### src/rtl/multicycle_control_pkg.sv
// ---------------------------------------------------------------------------
// multicycle_control_pkg
// Shared definitions for the multicycle MIPS-style control path.
// Contains the 4-bit FSM state encoding, the opcode constants the controller
// dispatches on, and the ALUOp / ALUSrcB / PCSource select codes. The
// datapath and ALU_Control reuse these so every block agrees on encodings.
// ---------------------------------------------------------------------------
package multicycle_control_pkg;

   // FSM state encoding; IDLE is 0 so a freshly reset controller reads 0 and
   // ERROR sits at the top of the range, clear of the normal flow.
   typedef enum logic [3:0] {
      ST_IDLE   = 4'h0,
      ST_FETCH  = 4'h1,
      ST_DECODE = 4'h2,
      ST_MEMADR = 4'h3,
      ST_MEMRD  = 4'h4,
      ST_MEMWB  = 4'h5,
      ST_MEMWR  = 4'h6,
      ST_REXEC  = 4'h7,
      ST_RWB    = 4'h8,
      ST_IEXEC  = 4'h9,
      ST_IWB    = 4'hA,
      ST_BRANCH = 4'hB,
      ST_JUMP   = 4'hC,
      ST_ERROR  = 4'hF
   } state_e;

   // Opcode field values (instr[31:26]) recognised by the decoder.
   localparam logic [5:0] OP_LW    = 6'b100011;
   localparam logic [5:0] OP_SW    = 6'b101011;
   localparam logic [5:0] OP_RTYPE = 6'b000000;
   localparam logic [5:0] OP_ADDI  = 6'b001000;
   localparam logic [5:0] OP_BEQ   = 6'b000100;
   localparam logic [5:0] OP_J     = 6'b000010;

   // ALUOp codes handed to ALU_Control.
   localparam logic [1:0] ALUOP_ADD   = 2'b00;
   localparam logic [1:0] ALUOP_SUB   = 2'b01;
   localparam logic [1:0] ALUOP_FUNCT = 2'b10;

   // Second ALU operand selection.
   localparam logic [1:0] SRCB_REG     = 2'b00;
   localparam logic [1:0] SRCB_FOUR    = 2'b01;
   localparam logic [1:0] SRCB_IMM     = 2'b10;
   localparam logic [1:0] SRCB_IMM_SH2 = 2'b11;

   // Next-PC source selection.
   localparam logic [1:0] PCSRC_ALU    = 2'b00;
   localparam logic [1:0] PCSRC_ALUOUT = 2'b01;
   localparam logic [1:0] PCSRC_JUMP   = 2'b10;

   // A completion state is the last cycle of an instruction; leaving one
   // retires the instruction and returns to FETCH or IDLE.
   function automatic logic isCompletion(input state_e s);
      return (s == ST_MEMWB) || (s == ST_MEMWR) || (s == ST_RWB) ||
             (s == ST_IWB)   || (s == ST_BRANCH) || (s == ST_JUMP);
   endfunction

endpackage

### src/rtl/multicycle_control_decode.sv
// ---------------------------------------------------------------------------
// mc_ctrl_decode
// Purely combinational Moore output decode: maps the registered FSM state to
// every datapath control signal plus the busy/error status flags.
// Ports:
//   state_i        current registered state
//   PCWrite_o ..   single-bit datapath enables/selects
//   ALUSrcB_o      second ALU operand select
//   ALUOp_o        ALU operation class for ALU_Control
//   PCSource_o     next-PC source select
//   busy_o         an instruction is in flight
//   err_o          controller is parked in ERROR
// ---------------------------------------------------------------------------
module mc_ctrl_decode
   import multicycle_control_pkg::*;
(
   input  state_e     state_i,
   output logic       PCWrite_o,
   output logic       PCWriteCond_o,
   output logic       IRWrite_o,
   output logic       MemRead_o,
   output logic       MemWrite_o,
   output logic       RegWrite_o,
   output logic       RegDst_o,
   output logic       MemtoReg_o,
   output logic       ALUSrcA_o,
   output logic [1:0] ALUSrcB_o,
   output logic [1:0] ALUOp_o,
   output logic [1:0] PCSource_o,
   output logic       busy_o,
   output logic       err_o
);

   // Every output starts inactive so IDLE, ERROR and any unused encoding
   // drive nothing; each state then raises only what it needs. Because the
   // per-state assignments never pair PCWrite with PCWriteCond or MemRead
   // with MemWrite, those pairs are mutually exclusive by construction.
   always_comb begin
      PCWrite_o     = 1'b0;
      PCWriteCond_o = 1'b0;
      IRWrite_o     = 1'b0;
      MemRead_o     = 1'b0;
      MemWrite_o    = 1'b0;
      RegWrite_o    = 1'b0;
      RegDst_o      = 1'b0;
      MemtoReg_o    = 1'b0;
      ALUSrcA_o     = 1'b0;
      ALUSrcB_o     = SRCB_REG;
      ALUOp_o       = ALUOP_ADD;
      PCSource_o    = PCSRC_ALU;
      busy_o        = 1'b0;
      err_o         = 1'b0;

      case (state_i)
         ST_FETCH: begin
            MemRead_o  = 1'b1;
            IRWrite_o  = 1'b1;
            PCWrite_o  = 1'b1;
            ALUSrcB_o  = SRCB_FOUR;
            ALUOp_o    = ALUOP_ADD;
            PCSource_o = PCSRC_ALU;
         end
         ST_DECODE: begin
            ALUSrcB_o = SRCB_IMM_SH2;
            ALUOp_o   = ALUOP_ADD;
         end
         ST_MEMADR, ST_IEXEC: begin
            ALUSrcA_o = 1'b1;
            ALUSrcB_o = SRCB_IMM;
            ALUOp_o   = ALUOP_ADD;
         end
         ST_MEMRD: begin
            MemRead_o = 1'b1;
         end
         ST_MEMWB: begin
            RegWrite_o = 1'b1;
            MemtoReg_o = 1'b1;
         end
         ST_MEMWR: begin
            MemWrite_o = 1'b1;
         end
         ST_REXEC: begin
            ALUSrcA_o = 1'b1;
            ALUSrcB_o = SRCB_REG;
            ALUOp_o   = ALUOP_FUNCT;
         end
         ST_RWB: begin
            RegWrite_o = 1'b1;
            RegDst_o   = 1'b1;
         end
         ST_IWB: begin
            RegWrite_o = 1'b1;
         end
         ST_BRANCH: begin
            ALUSrcA_o     = 1'b1;
            ALUSrcB_o     = SRCB_REG;
            ALUOp_o       = ALUOP_SUB;
            PCWriteCond_o = 1'b1;
            PCSource_o    = PCSRC_ALUOUT;
         end
         ST_JUMP: begin
            PCWrite_o  = 1'b1;
            PCSource_o = PCSRC_JUMP;
         end
         default: begin
         end
      endcase

      busy_o = (state_i != ST_IDLE) && (state_i != ST_ERROR);
      err_o  = (state_i == ST_ERROR);
   end

endmodule

### src/rtl/multicycle_control.sv
// ---------------------------------------------------------------------------
// multicycle_control
// Moore-style control FSM for a multicycle MIPS subset (lw, sw, R-type,
// addi, beq, j). Holds the state register, next-state logic and a count of
// retired instructions; output decode lives in mc_ctrl_decode.
// Ports:
//   clk_i, rst_i   clock and synchronous active-high reset
//   start_i        run enable, sampled in IDLE and at instruction boundaries
//   Op_i           opcode field from the instruction register
//   *_o controls   datapath control signals (see mc_ctrl_decode)
//   busy_o, err_o  status flags
//   state_o        current state encoding
//   retired_o      number of completed instructions (wraps silently)
// ---------------------------------------------------------------------------
module multicycle_control
   import multicycle_control_pkg::*;
(
   input  logic        clk_i,
   input  logic        rst_i,
   input  logic        start_i,
   input  logic [5:0]  Op_i,
   output logic        PCWrite_o,
   output logic        PCWriteCond_o,
   output logic        IRWrite_o,
   output logic        MemRead_o,
   output logic        MemWrite_o,
   output logic        RegWrite_o,
   output logic        RegDst_o,
   output logic        MemtoReg_o,
   output logic        ALUSrcA_o,
   output logic [1:0]  ALUSrcB_o,
   output logic [1:0]  ALUOp_o,
   output logic [1:0]  PCSource_o,
   output logic        busy_o,
   output logic        err_o,
   output logic [3:0]  state_o,
   output logic [31:0] retired_o
);

   state_e      state_q;
   state_e      state_d;
   logic [31:0] retired_q;
   logic [31:0] retired_d;

   // State and retire counter registers. Reset wins over every transition,
   // including one in the middle of an instruction, and returns to IDLE with
   // the counter cleared (which also clears err since it follows the state).
   always_ff @(posedge clk_i) begin
      if (rst_i) begin
         state_q   <= ST_IDLE;
         retired_q <= '0;
      end else begin
         state_q   <= state_d;
         retired_q <= retired_d;
      end
   end

   // Next-state logic. start_i only matters in IDLE and in the completion
   // states, so dropping it mid-instruction lets the instruction finish.
   // ERROR is sticky; only reset leaves it. Unused encodings fall to ERROR
   // so a corrupted state register cannot wander silently.
   always_comb begin
      state_d = state_q;
      case (state_q)
         ST_IDLE:   state_d = start_i ? ST_FETCH : ST_IDLE;
         ST_FETCH:  state_d = ST_DECODE;
         ST_DECODE: begin
            case (Op_i)
               OP_LW, OP_SW: state_d = ST_MEMADR;
               OP_RTYPE:     state_d = ST_REXEC;
               OP_ADDI:      state_d = ST_IEXEC;
               OP_BEQ:       state_d = ST_BRANCH;
               OP_J:         state_d = ST_JUMP;
               default:      state_d = ST_ERROR;
            endcase
         end
         ST_MEMADR: state_d = (Op_i == OP_LW) ? ST_MEMRD : ST_MEMWR;
         ST_MEMRD:  state_d = ST_MEMWB;
         ST_REXEC:  state_d = ST_RWB;
         ST_IEXEC:  state_d = ST_IWB;
         ST_MEMWB, ST_MEMWR, ST_RWB, ST_IWB, ST_BRANCH, ST_JUMP:
                    state_d = start_i ? ST_FETCH : ST_IDLE;
         ST_ERROR:  state_d = ST_ERROR;
         default:   state_d = ST_ERROR;
      endcase
   end

   // Every completion state is left on the very next edge, so the counter
   // bumps whenever the current state is a completion state. The add simply
   // rolls over at the top of the 32-bit range.
   always_comb begin
      retired_d = retired_q;
      if (isCompletion(state_q)) begin
         retired_d = retired_q + 32'd1;
      end
   end

   // Moore output decode driven only from the registered state.
   mc_ctrl_decode uDecode (
      .state_i       (state_q),
      .PCWrite_o     (PCWrite_o),
      .PCWriteCond_o (PCWriteCond_o),
      .IRWrite_o     (IRWrite_o),
      .MemRead_o     (MemRead_o),
      .MemWrite_o    (MemWrite_o),
      .RegWrite_o    (RegWrite_o),
      .RegDst_o      (RegDst_o),
      .MemtoReg_o    (MemtoReg_o),
      .ALUSrcA_o     (ALUSrcA_o),
      .ALUSrcB_o     (ALUSrcB_o),
      .ALUOp_o       (ALUOp_o),
      .PCSource_o    (PCSource_o),
      .busy_o        (busy_o),
      .err_o         (err_o)
   );

   assign state_o   = state_q;
   assign retired_o = retired_q;

endmodule

### config.mk
export PLATFORM = sky130hd
export DESIGN_NAME = multicycle_control
export DESIGN_NICKNAME = d
export VERILOG_FILES = /design/src/rtl/multicycle_control_pkg.sv /design/src/rtl/multicycle_control_decode.sv /design/src/rtl/multicycle_control.sv
export SDC_FILE = /design/constraint.sdc
export NUM_CORES = 1
export LEC_CHECK = 0
export BUFFER_PORTS_ARGS = -buffer_cell sky130_fd_sc_hd__buf_2
export CORE_MARGIN = 8
export CORE_UTILIZATION = 35
export CTS_CLUSTER_DIAMETER = 200
export DETAILED_ROUTE_END_ITERATION = 10
export GPL_ROUTABILITY_DRIVEN = 0
export GPL_TIMING_DRIVEN = 0
export PLACE_DENSITY = 0.65
export REMOVE_ABC_BUFFERS = 1
export SKIP_LAST_GASP = 1
export SLEW_MARGIN = 25
export SYNTH_ARGS = -nofsm -noshare
export SYNTH_HDL_FRONTEND = slang
export SYNTH_HIERARCHICAL = 1
export SYNTH_SLANG_ARGS = --single-unit
### constraint.sdc
create_clock -name clk_i -period 1.85 [get_ports clk_i]
set_input_delay 0.0925 -clock clk_i [delete_from_list [all_inputs] [get_ports clk_i]]
set_output_delay 0.0925 -clock clk_i [all_outputs]
set_load 0.02 [all_outputs]
After elaboration in Yosys (flattened, before gate mapping)
Index checks and enable logic that the tools add are counted.
- $add $sub $neg: 1
- eq/ne operators: 19
- mux-type cells: 16
- reductions and logical operators: 16
- operator list (cell ; count):
    32-bit by 1-bit adder with 32-bit output (second input constant) ; 1
    4-bit case mux with 7 select lines ; 1
    4-bit equality test (second input constant) ; 6
    4-bit case mux with 5 select lines ; 1
    4-bit by 3-bit equality test with 1-bit output (second input constant) ; 4
    6-bit equality test (second input constant) ; 2
    1-bit 2-to-1 mux ; 10
    4-bit by 2-bit equality test with 1-bit output (second input constant) ; 2
    2-bit case mux with 2 select lines ; 2
    2-bit OR reduction ; 4
    7-bit OR reduction ; 1
    6-bit by 2-bit equality test with 1-bit output (second input constant) ; 1
    6-bit by 3-bit equality test with 1-bit output (second input constant) ; 1
    6-bit by 4-bit equality test with 1-bit output (second input constant) ; 1
    6-bit logical NOT ; 1
    2-bit case mux with 3 select lines ; 1
    1-bit logical OR ; 5
    4-bit by 1-bit equality test with 1-bit output (second input constant) ; 1
    4-bit logical NOT ; 1
    4-bit != test (second input constant) ; 1
    4-bit nonzero test ; 1
    4-bit OR reduction ; 1
    3-bit OR reduction ; 1
    2-bit 2-to-1 mux ; 1
    1-bit logical AND ; 1
- flip-flop bits (word level): 36
- input port bits: 9
- logic and storage cells: 54

Logic depth before layout (Yosys ltp)
Gate-level depths: netlist (run 1).
- depth in word-level cells: 6
- gate-level depth with buffers: 7
- gate-level depth less buffers: 5

Modules after synthesis
Netlist (run 1), hierarchy kept.
- modules (own cells, without submodules) (module ; times used ; cells each ; area an instance (µm²) ; sequential area each (µm²)):
    multicycle_control ; 1 ; 247 ; 2078.2 ; 720.7
    mc_ctrl_decode ; 1 ; 30 ; 196.4 ; 0.0

Least setup slack after synthesis (run 1)
OpenSTA, ideal clock, no wires.
- kind: register to register
- start: register state_q[1] (netlist: state_o[1])
- end: register retired_q[24] (netlist: retired_o[24])
- setup time: 0.123 ns
- arrival: 1.770 ns
- slack: -0.044 ns
- cell stages (with the launch flop): 7
- period minus slack after synthesis: 1.894 ns
- cell sequence: dfxtp_1 buf_4 xor2_2 a32oi_2 buf_2 nor4_1 mux2_1
- cells in the longest elaborated chain, start to end: 6
- elaborated cells on any way between the ends: 11
- classes of those cells: 6 x eq/ne; 5 x reduce/logical
- RTL lines (what ; line ; text):
    from (decl) ; multicycle_control.sv:40 ; state_e state_q;
    from (signal assigned) ; multicycle_control.sv:53 ; state_q <= state_d;
    4-bit by 3-bit equality test with 1-bit output ; multicycle_control_pkg.sv:56 ; return (s == ST_MEMWB) || (s == ST_MEMWR) || (s == ST_RWB) ||
    1-bit logical OR (3 in a row) ; multicycle_control_pkg.sv:56 ;
    1-bit logical OR ; multicycle_control_pkg.sv:57 ; (s == ST_IWB) || (s == ST_BRANCH) || (s == ST_JUMP);
    1-bit logical OR * ; multicycle_control_pkg.sv:57 ;
    to (signal assigned) ; multicycle_control.sv:54 ; retired_q <= retired_d;
    to (decl) ; multicycle_control.sv:42 ; logic [31:0] retired_q;
Every way passes the cells marked *; elsewhere a longest branch is shown, timed or not.
A chain may end at the register's enable or synchronous reset.

Worst setup path after layout (run 1)
- start: register retired_q[3] (netlist: retired_o[3])
- end: register retired_q[31] (netlist: retired_o[31])
- cells in the longest elaborated chain, start to end: 1
- RTL lines (what ; line ; text):
    32-bit by 1-bit adder with 32-bit output ; multicycle_control.sv:94 ; retired_d = retired_q + 32'd1;
No other way between the ends.

==> flow_summary.rst, run 1 <==
.. list-table::
   :header-rows: 1

   * - Metric
     - Value
   * - Num CTS Buffers
     - 5
   * - Largest voltage drop on the vdd net
     - 0.000508 V
   * - Routed wire per std cell
     - 16.0 um
   * - Leakage Power
     - 0.00111 uW
   * - Total routing usage reported by global routing
     - 13.1%
   * - Number of nets in the final layout
     - 342
   * - Slew @ Worst Pin
     - 0.763 ns
   * - Maximum number of pins on one net before global-route repair
     - 42
   * - Filler Cell Count
     - 674
   * - Antenna diodes
     - 0
   * - Post-DP HPWL
     - 3.89 mm
   * - Max Clock Skew
     - 0.00783 ns
   * - Core region area
     - 0.00631 mm2
   * - Multiplexer share of the synthesized area
     - 3.41%
   * - Class of the tightest hold or removal check
     - input pin to flop
   * - Type of the worst setup path
     - flop to flop
   * - Share of layout cells above drive strength 1
     - 32.1%
   * - Gr ovfl total
     - 0
   * - Endpoint required time on the critical path
     - 2.02 ns
   * - CP max stage cell
     - or3_4
   * - Number of storage elements in the synthesis netlist
     - 36
   * - Max stage delay on crit path
     - 0.45 ns
   * - Count of different cell masters after synthesis
     - 54
   * - Die boundary height
     - 96.6 um
   * - Count of warnings emitted by yosys
     - 6
   * - Number of antenna violations at the first check in global routing
     - 0
   * - Clock tree root driver cell
     - clkbuf_8
   * - Worst-Skew Late Latency
     - 0.29 ns
   * - Max capacitance violation total
     - 0
   * - Fin crit share
     - 98.3%
   * - Share of synthesized area occupied by flip-flops and latches
     - 31.7%
   * - Crit end category
     - flop
   * - CTS tree
     - yes
   * - Post-detailed-route via-to-cell ratio
     - 5.80
   * - Utilization after layout
     - 44.3%
   * - Compound-gate portion of the synthesized area
     - 22.1%
   * - Cell Rows
     - 29
   * - Achievable frequency
     - 550 MHz
   * - Most used flip-flop cell after synthesis
     - dfxtp_1
   * - Die Span X
     - 96.6 um
   * - Total wire length after detailed routing
     - 6.52 mm
   * - Number of iterations in the first detailed-routing pass
     - 4
   * - Worst path buffer plus inverter count
     - 0
   * - Unrepaired setup endpoints after global routing
     - yes
   * - Largest buffer count on any clock path
     - 2
   * - Clock transition time at the flip-flop clock pins of the worst setup and hold paths
     - 0.06 ns
   * - Dominant combinational cell family by area after synthesis
     - simple AND/OR/NAND/NOR gates
   * - Slew Viols, Final
     - 0
   * - Power density relative to cell area
     - 868 mW/mm2
   * - Count of nets left with antenna violations after detail routing
     - 0
   * - Area fraction in and, or, nand and nor cells after synthesis
     - 33.1%
   * - List of cells traversed by the critical path
     - nand4_1 > or3_4 > nor4_2 > mux2_1
   * - Startpoint Class
     - flop
   * - Wire length of the first global-routing pass
     - 10.7 mm
   * - Number of global-route vias before repair
     - 2110
   * - Cells after Synth
     - 277
   * - Final setup fails
     - 0
   * - Data arrival time at the worst-slack endpoint
     - 1.99 ns
   * - Xor/xnor cell area share of the yosys netlist
     - 2.64%
   * - Post-synth design cell area
     - 0.00227 mm2
   * - Dominant delay contributor by cell family on the critical path
     - simple AND/OR/NAND/NOR gates
   * - Final sum of negative setup slack
     - 0 ns
   * - Number of top-level pins
     - 62
   * - Number of remaining DRC errors
     - 0
   * - Number of H-tree branching levels
     - 2
   * - Overall die area
     - 0.00933 mm2
   * - Starting density of the core
     - 36.0%
   * - Area growth syn-to-layout
     - 23.0%
   * - Worst rel slew slack
     - 49.1%
   * - Post-layout min period
     - 1.82 ns
   * - Number of hold-slack violations in the final timing report
     - 0
   * - Count of input and output buffers
     - 61
   * - Synth async-reset ratio
     - 0%
   * - Number of enable flip-flop cells after synthesis
     - 0
   * - Number of sinks driven by the clock tree
     - 36
   * - Result of the run
     - complete, no violations
   * - Critical-path maximum fanout
     - 7
   * - First-iteration detailed-routing DRC count
     - 74
   * - Detailed-route via count
     - 2359
   * - Area share of fa/ha/maj cells after synthesis
     - 0.550%
   * - Count of hold-fix buffers inserted at cts
     - 0
   * - Avg Inst Size Synth
     - 8.21 um2
## worst paths after layout
path / slack [ns] / end / cells past startpoint / startpoint
setup / recovery: 0.03 / retired_o[31]$_SDFFE_PP0P_ / 4 / retired_o[3]$_SDFFE_PP0P_
hold / removal: 0.17 / state_o[2]$_SDFF_PP0_ / 3 / Op_i[4]
setup reg to reg: 0.03 / retired_o[31]$_SDFFE_PP0P_ / 4 / retired_o[3]$_SDFFE_PP0P_
hold reg to reg: 0.50 / retired_o[28]$_SDFFE_PP0P_ / 2 / retired_o[28]$_SDFFE_PP0P_
## worst min-delay path, cell delays in order
cell and delay [ns]:
buf_2 0.09, a2111oi_0 0.06, nor3_1 0.16
## metal layers
layer	vias up	global-route usage (%)	routed length (um)
met5	-	0	0
li1	1182	-	-
met1	1116	16.0	2930
met4	0	4.14	94
met3	8	3.63	302
met2	53	21.6	3180
## timing repair
action / CTS / global route
setup buffers: 3 / 5
endpoints found under the setup margin: 46 / 23
pin swaps: 3 / 2
cloned: 2 / 0
gates resized for setup: 12 / 13
## synthesized netlist by cell type, drive strengths merged, types with 8 or more instances
cell type | count | area (um2)
dfxtp | 36 | 721
a21oi | 31 | 155
o31ai | 18 | 140
or4 | 17 | 128
nor2 | 16 | 60.1
buf | 14 | 92.6
nand2 | 12 | 45.0
nand4 | 11 | 83.8
or3 | 11 | 68.8
clkbuf | 10 | 38.8
nand3 | 10 | 50.1
o21ai | 10 | 50.1
nand2b | 8 | 50.1
## sequential cells by signal, indices dropped and copies added, names as in the netlist
name / flops
retired_o: 32
state_o: 4
## cells in the final DEF (no fill, tap or decap), types with 3 or more instances in the layout
cell and count:
dfxtp_2 5, or3_1 10, nand4_1 10, dfxtp_1 27
nor4_1 3, nand2b_1 8, clkbuf_8 5, buf_4 8
inv_1 5, and3_1 4, a21oi_1 31, nor3_1 6
o31ai_1 17, dfxtp_4 4, o22ai_1 3, mux2_1 4
and4_4 3, or4_1 17, nor4_2 4, buf_2 61
nand3_1 10, nand2_1 12, nor2_1 16, xor2_1 3
o21ai_1 8, nor2b_1 6
## cells by family after synthesis
kind of cell,count (synthesis)
and+or+nand+nor,122
DFF,36
muxes,6
buffers and inverters,29
adders and majority gates,1
AOI/OAI and AO/OA,77
xor gates and xnor gates,6
## where the power goes
group / internal (uW) / switching (uW) / leakage (uW) / total [uW]
Combinational: 393 / 544 / 0.000775 / 937
Sequential: 833 / 163 / 0.000296 / 996
Clock: 242 / 254 / 0.0000359 / 497
Total: 1470 / 961 / 0.00111 / 2430
## stage by stage
| stage | hold slack (ns) | instance area [um2] | total power [uW] | std cells | setup WS [ns] |
|---|---|---|---|---|---|
| after floorplan | 0.162 | 2140 | 1550 | 253 | -0.526 |
| after global placement | 0.452 | 2540 | 1790 | 391 | -0.880 |
| after detailed placement | 0.462 | 2560 | 1800 | 392 | -0.565 |
| after CTS | 0.167 | 2710 | 2400 | 402 | -0.0261 |
| after global routing | 0.205 | 2800 | 2570 | 407 | -0.0700 |
| final | 0.169 | 2800 | 2430 | 407 | 0.0310 |
## layout make-up
type	count	area, um2	share of cell area, %
Multi-Input combinational cell	214	1500	53.4
Tap cell	77	96.3	3.44
Timing Repair Buffer	70	377	13.5
Inverter	5	18.8	0.671
Clock buffer	5	68.8	2.46
Sequential cell	36	742	26.5
No activity file was read; power rests on OpenSTA's default activity.
==> run 2: changes to the inputs <==
- BUFFER_PORTS_ARGS: -buffer_cell sky130_fd_sc_hd__buf_2 -> -buffer_cell sky130_fd_sc_hd__clkbuf_2
==> run 2 against run 1 <==
  * Maximum frequency rose by 1.8%
  * Highest routed layer unchanged
  * Combinational power rose by 3.1%
  * Power rose by 8.1%
  * Flip-flop and latch count did not move
  * Cell count rose by 1.5%
  * Utilization rose by 0.89 points
  * Largest power group is now combinational logic
==> flow_summary.rst, run 2 (synthesis results as in run 1) <==
.. list-table::
   :header-rows: 1

   * - Metric
     - Value
   * - Die boundary height
     - 96.6 um (unchanged)
   * - Endpoint required time on the critical path
     - 2.03 ns (about the same)
   * - Cell Rows
     - 29 (unchanged)
   * - Antenna diodes
     - 0 (unchanged)
   * - CTS tree
     - yes
   * - Total wire length after detailed routing
     - 6.54 mm (+0.32%)
   * - Number of remaining DRC errors
     - 0 (unchanged)
   * - Number of H-tree branching levels
     - 2 (unchanged)
   * - Share of layout cells above drive strength 1
     - 33.6% (+1.5 points)
   * - Number of sinks driven by the clock tree
     - 36 (unchanged)
   * - Most used cells in the layout excluding fill and tap cells
     - clkbuf_2 (61), a21oi_1 (31), dfxtp_1 (25), o31ai_1 (17), or4_1 (17)
   * - Number of hold-slack violations in the final timing report
     - 0 (unchanged)
   * - Worst-Skew Late Latency
     - 0.29 ns (about the same)
   * - Result of the run
     - complete, no violations
   * - Slew Viols, Final
     - 0 (unchanged)
   * - Starting density of the core
     - 36.0% (unchanged)
   * - Type of the worst setup path
     - flop to flop
   * - Count of nets left with antenna violations after detail routing
     - 0 (unchanged)
   * - Die Span X
     - 96.6 um (unchanged)
   * - Critical-path maximum fanout
     - 6 (-1)
   * - Slew @ Worst Pin
     - 0.875 ns (+0.112 ns)
   * - Worst slack at placement
     - -0.549 ns (+0.0162 ns)
   * - Number of iterations in the first detailed-routing pass
     - 4 (unchanged)
   * - Power density relative to cell area
     - 920 mW/mm2 (+6.0%)
   * - Final setup fails
     - 0 (unchanged)
   * - Area growth syn-to-layout
     - 25.5%
   * - Clock transition time at the flip-flop clock pins of the worst setup and hold paths
     - 0.08 ns (+0.02 ns)
   * - Post-layout min period
     - 1.79 ns (-0.0318 ns)
   * - Post-detailed-route via-to-cell ratio
     - 5.68 (-2.0%)
   * - Total routing usage reported by global routing
     - 13.5% (+0.37 points)
   * - Most common cell after layout, fill and taps aside
     - clkbuf_2
   * - Max capacitance violation total
     - 0 (unchanged)
   * - Max reg flops
     - 32 (unchanged)
   * - Routed wire per std cell
     - 15.8 um (-1.1%)
   * - Core region area
     - 0.00631 mm2 (unchanged)
   * - Largest buffer count on any clock path
     - 2 (unchanged)
   * - Post-DP HPWL
     - 3.94 mm (+1.4%)
   * - Num CTS Buffers
     - 5 (unchanged)
   * - Class of the tightest hold or removal check
     - input pin to flop
   * - Fin crit share
     - 96.6% (-1.7 points)
   * - Worst rel slew slack
     - 41.7% (-7.4 points)
   * - Filler Cell Count
     - 660 (-2.1%)
   * - Achievable frequency
     - 560 MHz (+1.8%)
   * - Data arrival time at the worst-slack endpoint
     - 1.97 ns (-0.02 ns)
   * - Count of hold-fix buffers inserted at cts
     - 0 (unchanged)
   * - Number of antenna violations at the first check in global routing
     - 0 (unchanged)
   * - Overall die area
     - 0.00933 mm2 (unchanged)
   * - Gr ovfl total
     - 0 (unchanged)
   * - Maximum number of pins on one net before global-route repair
     - 42 (unchanged)
   * - Leakage Power
     - 0.00110 uW (-0.84%)
   * - Number of nets in the final layout
     - 345 (+0.88%)
   * - Number of top-level pins
     - 62 (unchanged)
   * - Wire length of the first global-routing pass
     - 10.9 mm (+1.7%)
   * - Clock tree root driver cell
     - clkbuf_8
   * - Startpoint Class
     - flop
   * - Detailed-route via count
     - 2345 (-0.59%)
   * - Fin worst setup slack
     - 0.0627 ns (+0.0318 ns)
   * - First-iteration detailed-routing DRC count
     - 87 (+18%)
   * - Utilization after layout
     - 45.2% (+0.89 points)
   * - Unrepaired setup endpoints after global routing
     - yes
   * - Count of input and output buffers
     - 61 (unchanged)
   * - Max Clock Skew
     - 0.00315 ns (-0.00468 ns)
   * - Crit end category
     - flop
   * - Number of global-route vias before repair
     - 2223 (+5.4%)
   * - Largest voltage drop on the vdd net
     - 0.000422 V (-17%)
==> run 2: power breakdown <==
part | internal [uW] | total (uW) | switching, uW
Combinational | 393 | 966 | 573
Sequential | 831 | 958 | 127
Clock | 400 | 702 | 302
Total | 1620 | 2630 | 1000
==> run 2: cell type report <==
cell class	instances	area [um2]	share of cell area [%]
Inverter	5	18.8	0.658
Multi-Input combinational cell	214	1490	52.1
Clock buffer	6	72.6	2.54
Clock inverter	2	35.0	1.23
Sequential cell	36	744	26.1
Timing Repair Buffer	73	399	14.0
Tap cell	77	96.3	3.38
==> run 2: timing repair <==
item / 4_1_cts / 5_1_grt
setup endpoints to repair: 46 / 17
setup buffers: 6 / 4
endpoints found under the hold margin: 0 / 0
pin swaps: 4 / 1
cloned: 2 / 0
gates resized for setup: 13 / 14
==> run 2: through the flow <==
stage | TNS (ns) | instance area [um2] | std cells | power [uW] | hold slack [ns]
floorplan | -9.19 | 2140 | 253 | 1550 | 0.162
detailed placement | -11.19 | 2560 | 393 | 1800 | 0.472
global placement | -16.71 | 2540 | 391 | 1800 | 0.453
CTS | -0.0391 | 2770 | 409 | 2580 | 0.168
global route | -0.0136 | 2850 | 413 | 2760 | 0.200
finish | 0 | 2850 | 413 | 2630 | 0.177
==> run 2: final timing paths <==
check / from / end / slack, ns / cells after the start
worst max register to register: retired_o[13]$_SDFFE_PP0P_ / retired_o[31]$_SDFFE_PP0P_ / 0.06 / 4
worst min-delay path: Op_i[4] / state_o[2]$_SDFF_PP0_ / 0.18 / 3
worst min register to register: retired_o[20]$_SDFFE_PP0P_ / retired_o[20]$_SDFFE_PP0P_ / 0.50 / 2
worst max-delay path: retired_o[13]$_SDFFE_PP0P_ / retired_o[31]$_SDFFE_PP0P_ / 0.06 / 4
==> run 2: per-layer routing <==
metal	global-route usage, %	up-vias	share of wire [%]
li1	-	1192	-
met1	15.4	1106	45
met2	23.0	43	50
met3	3.63	4	4.3
met4	5.68	0	1.2
met5	0	-	0
==> run 2: worst max-delay path: stages (launching register included) <==
cell	delay, ns
dfxtp_1	0.51
nand4_1	0.16
or3_4	0.39
nor4_2	0.29
mux2_1	0.33
==> run 3: changes to the inputs <==
- PLACE_DENSITY: 0.65 -> 0.67
- clock period: 1.85 -> 1.6 ns (I/O delays scaled with it)
==> run 3 against run 2 <==
  * The flow now finishes with violations (setup timing)
  * Largest power group unchanged
  * Flip-flop and latch count unchanged
  * Critical endpoint is now retired_o[29]$_SDFFE_PP0P_
  * Largest cell class unchanged
  * Die area stayed put
  * Via count rose by 8.1%
  * Cell area grew 13%
  * Global-route usage increased by 0.89 points
  * Sequential power increased by 13%
  * Cell count grew 4.1%
  * Clock power shrank 2%
==> flow_summary.rst, run 3 (synthesis results as in run 1) <==
.. list-table::
   :header-rows: 1

   * - Metric
     - Value
   * - First-iteration detailed-routing DRC count
     - 120 (+38%)
   * - Utilization after layout
     - 51.1% (+5.9 points)
   * - Total routing usage reported by global routing
     - 14.4% (+0.89 points)
   * - Cell Rows
     - 29 (unchanged)
   * - Num CTS Buffers
     - 5 (unchanged)
   * - Fin worst setup slack
     - -0.134 ns (-0.196 ns)
   * - Largest buffer count on any clock path
     - 2 (unchanged)
   * - Clock tree root driver cell
     - clkbuf_8
   * - Switching Fraction
     - 39.5% (+1.3 points)
   * - Most used cells in the layout excluding fill and tap cells
     - clkbuf_2 (58), a21oi_1 (30), buf_4 (21), dfxtp_2 (16), nor2_1 (15)
   * - Clock share of power
     - 22.1% (-4.6 points)
   * - Core region area
     - 0.00631 mm2 (unchanged)
   * - Max stage delay on crit path
     - 0.51 ns (about the same)
   * - Post-layout min period
     - 1.73 ns (-0.0535 ns)
   * - Switching Power
     - 1230 uW (+23%)
   * - Dominant delay contributor by cell family on the critical path
     - simple AND/OR/NAND/NOR gates
   * - Share of layout cells above drive strength 1
     - 47.0% (+13 points)
   * - Cell depth of the worst min-delay path
     - 3 (unchanged)
   * - Result of the run
     - complete, but fails checks
   * - Combinational cell fraction of total power
     - 43.2% (+6.4 points)
   * - Antenna diodes
     - 0 (unchanged)
   * - Wire length of the first global-routing pass
     - 11.7 mm (+7.7%)
   * - Clock transition time at the flip-flop clock pins of the worst setup and hold paths
     - 0.07 ns (about the same)
   * - List of cells traversed by the critical path
     - mux2i_4 > a22oi_4 > or4_1 > a21oi_1
   * - Final setup fails
     - 27 (+27)
   * - Number of hold-slack violations in the final timing report
     - 0 (unchanged)
   * - Overall die area
     - 0.00933 mm2 (unchanged)
   * - Max reg flops
     - 32 (unchanged)
   * - Critical-path maximum fanout
     - 14 (+8)
   * - Number of remaining DRC errors
     - 0 (unchanged)
   * - Number of nets in the final layout
     - 362 (+4.9%)
   * - Number of iterations in the first detailed-routing pass
     - 4 (unchanged)
   * - Achievable frequency
     - 577 MHz (+3.1%)
   * - Number of global-route vias before repair
     - 2338 (+5.2%)
   * - Filler Cell Count
     - 573 (-13%)
   * - Slew @ Worst Pin
     - 0.867 ns (-0.00805 ns)
   * - Max capacitance violation total
     - 0 (unchanged)
   * - Number of antenna violations at the first check in global routing
     - 0 (unchanged)
   * - Max Clock Skew
     - 0.00455 ns (+0.00141 ns)
   * - Gr ovfl total
     - 0 (unchanged)
   * - Register-to-Register Path Depth
     - 4 (unchanged)
   * - CP max stage cell
     - or4_1
   * - Share of power burned in registers
     - 34.6% (-1.9 points)
   * - Count of input and output buffers
     - 61 (unchanged)
   * - Fin crit share
     - 108% (+12 points)
   * - Maximum number of pins on one net before global-route repair
     - 42 (unchanged)
   * - Number of sinks driven by the clock tree
     - 36 (unchanged)
   * - Design Area, Final
     - 0.00323 mm2 (+13%)
   * - Startpoint Class
     - flop
   * - Total wire length after detailed routing
     - 7.22 mm (+10%)
   * - Path length in cells of the critical path
     - 4 (unchanged)
   * - Most common cell after layout, fill and taps aside
     - clkbuf_2
   * - Data arrival time at the worst-slack endpoint
     - 1.94 ns (-0.03 ns)
   * - Starting density of the core
     - 36.0% (unchanged)
   * - Die Span X
     - 96.6 um (unchanged)
   * - Power density relative to cell area
     - 967 mW/mm2 (+5.1%)
   * - Leakage Power
     - 0.00131 uW (+19%)
   * - Internal power summed over all cells
     - 1890 uW (+16%)
   * - Worst rel slew slack
     - 42.2% (+0.54 points)
   * - Crit end category
     - flop
   * - Type of the worst setup path
     - flop to flop
   * - Area growth syn-to-layout
     - 41.9%
   * - Unrepaired setup endpoints after global routing
     - yes
   * - Post-detailed-route via-to-cell ratio
     - 5.89 (+3.8%)
   * - CTS tree
     - yes
   * - Failing checks
     - setup timing
   * - Slew Viols, Final
     - 0 (unchanged)
   * - Count of hold-fix buffers inserted at cts
     - 0 (unchanged)
   * - Count of nets left with antenna violations after detail routing
     - 0 (unchanged)
   * - Number of top-level pins
     - 62 (unchanged)
   * - Die boundary height
     - 96.6 um (unchanged)
   * - Post-DP HPWL
     - 3.96 mm (+0.39%)
   * - Routed wire per std cell
     - 16.8 um (+6.0%)
   * - Post-layout power
     - 3120 uW (+19%)
   * - Detailed-route via count
     - 2534 (+8.1%)
   * - Dpl cell area
     - 0.00256 mm2 (-0.15%)
   * - Worst-Skew Late Latency
     - 0.29 ns (about the same)
   * - Number of H-tree branching levels
     - 2 (unchanged)
   * - Largest voltage drop on the vdd net
     - 0.000740 V (+76%)
   * - Class of the tightest hold or removal check
     - input pin to flop
   * - Endpoint required time on the critical path
     - 1.81 ns (-0.22 ns)
   * - Worst path buffer plus inverter count
     - 0 (unchanged)
[run 3: final cells by class]
class	instances	area [um2]	share of cell area, %
Clock buffer	6	82.6	2.56
Clock inverter	2	10.0	0.310
Inverter	5	18.8	0.582
Multi-Input combinational cell	216	1660	51.3
Sequential cell	36	778	24.1
Tap cell	77	96.3	2.99
Timing Repair Buffer	88	584	18.1
[run 3: power by group through the flow]
stage / combinational, uW / clock (uW) / sequential, uW
CTS: 1300 / 697 / 1080
floorplan: 593 / 0 / 1200
finish: 1350 / 690 / 1080
global route: 1460 / 736 / 1100
detailed placement: 879 / 0 / 1200
global placement: 869 / 0 / 1200
[run 3: worst paths after layout]
| kind | from | end | slack (ns) |
|---|---|---|---|
| setup / recovery | state_o[1]$_SDFF_PP0_ | retired_o[29]$_SDFFE_PP0P_ | -0.13 |
| hold / removal | Op_i[4] | state_o[2]$_SDFF_PP0_ | 0.15 |
| setup reg to reg | state_o[1]$_SDFF_PP0_ | retired_o[29]$_SDFFE_PP0P_ | -0.13 |
| hold reg to reg | retired_o[19]$_SDFFE_PP0P_ | retired_o[19]$_SDFFE_PP0P_ | 0.50 |
[run 3: what timing repair did]
item                                    CTS  global route
pin swaps                                16            17
resized for setup                        60            30
setup buffers                            18             6
endpoints found under the setup margin   52            35
gates cloned                              4             1
hold endpoints to repair                  0             0
[run 3: layer usage]
metal | up-vias | GRT usage (%) | share of wire [%]
li1 | 1230 | - | -
met4 | 0 | 5.56 | 1.4
met1 | 1229 | 17.4 | 43
met2 | 65 | 24.3 | 51
met5 | - | 0 | 0
met3 | 10 | 2.70 | 4.8
[run 3: worst reg2reg max path, delay by kind of cell, from the launching register on]
kind | cells | cell delay [ns]
multiplexers | 1 | 0.34
AND/OR/NAND/NOR | 1 | 0.51
flip-flops | 1 | 0.43
AO/OA/AOI/OAI | 2 | 0.37
[run 3: per-stage QoR]
stage	cells	TNS, ns	worst slack [ns]	hold slack (ns)
CTS	423	-1.53	-0.114	0.149
global placement	391	-25.55	-1.11	0.440
detailed placement	393	-21.95	-0.888	0.455
finish	430	-1.73	-0.134	0.149
global route	430	-3.49	-0.208	0.190
floorplan	253	-18.18	-0.776	0.149
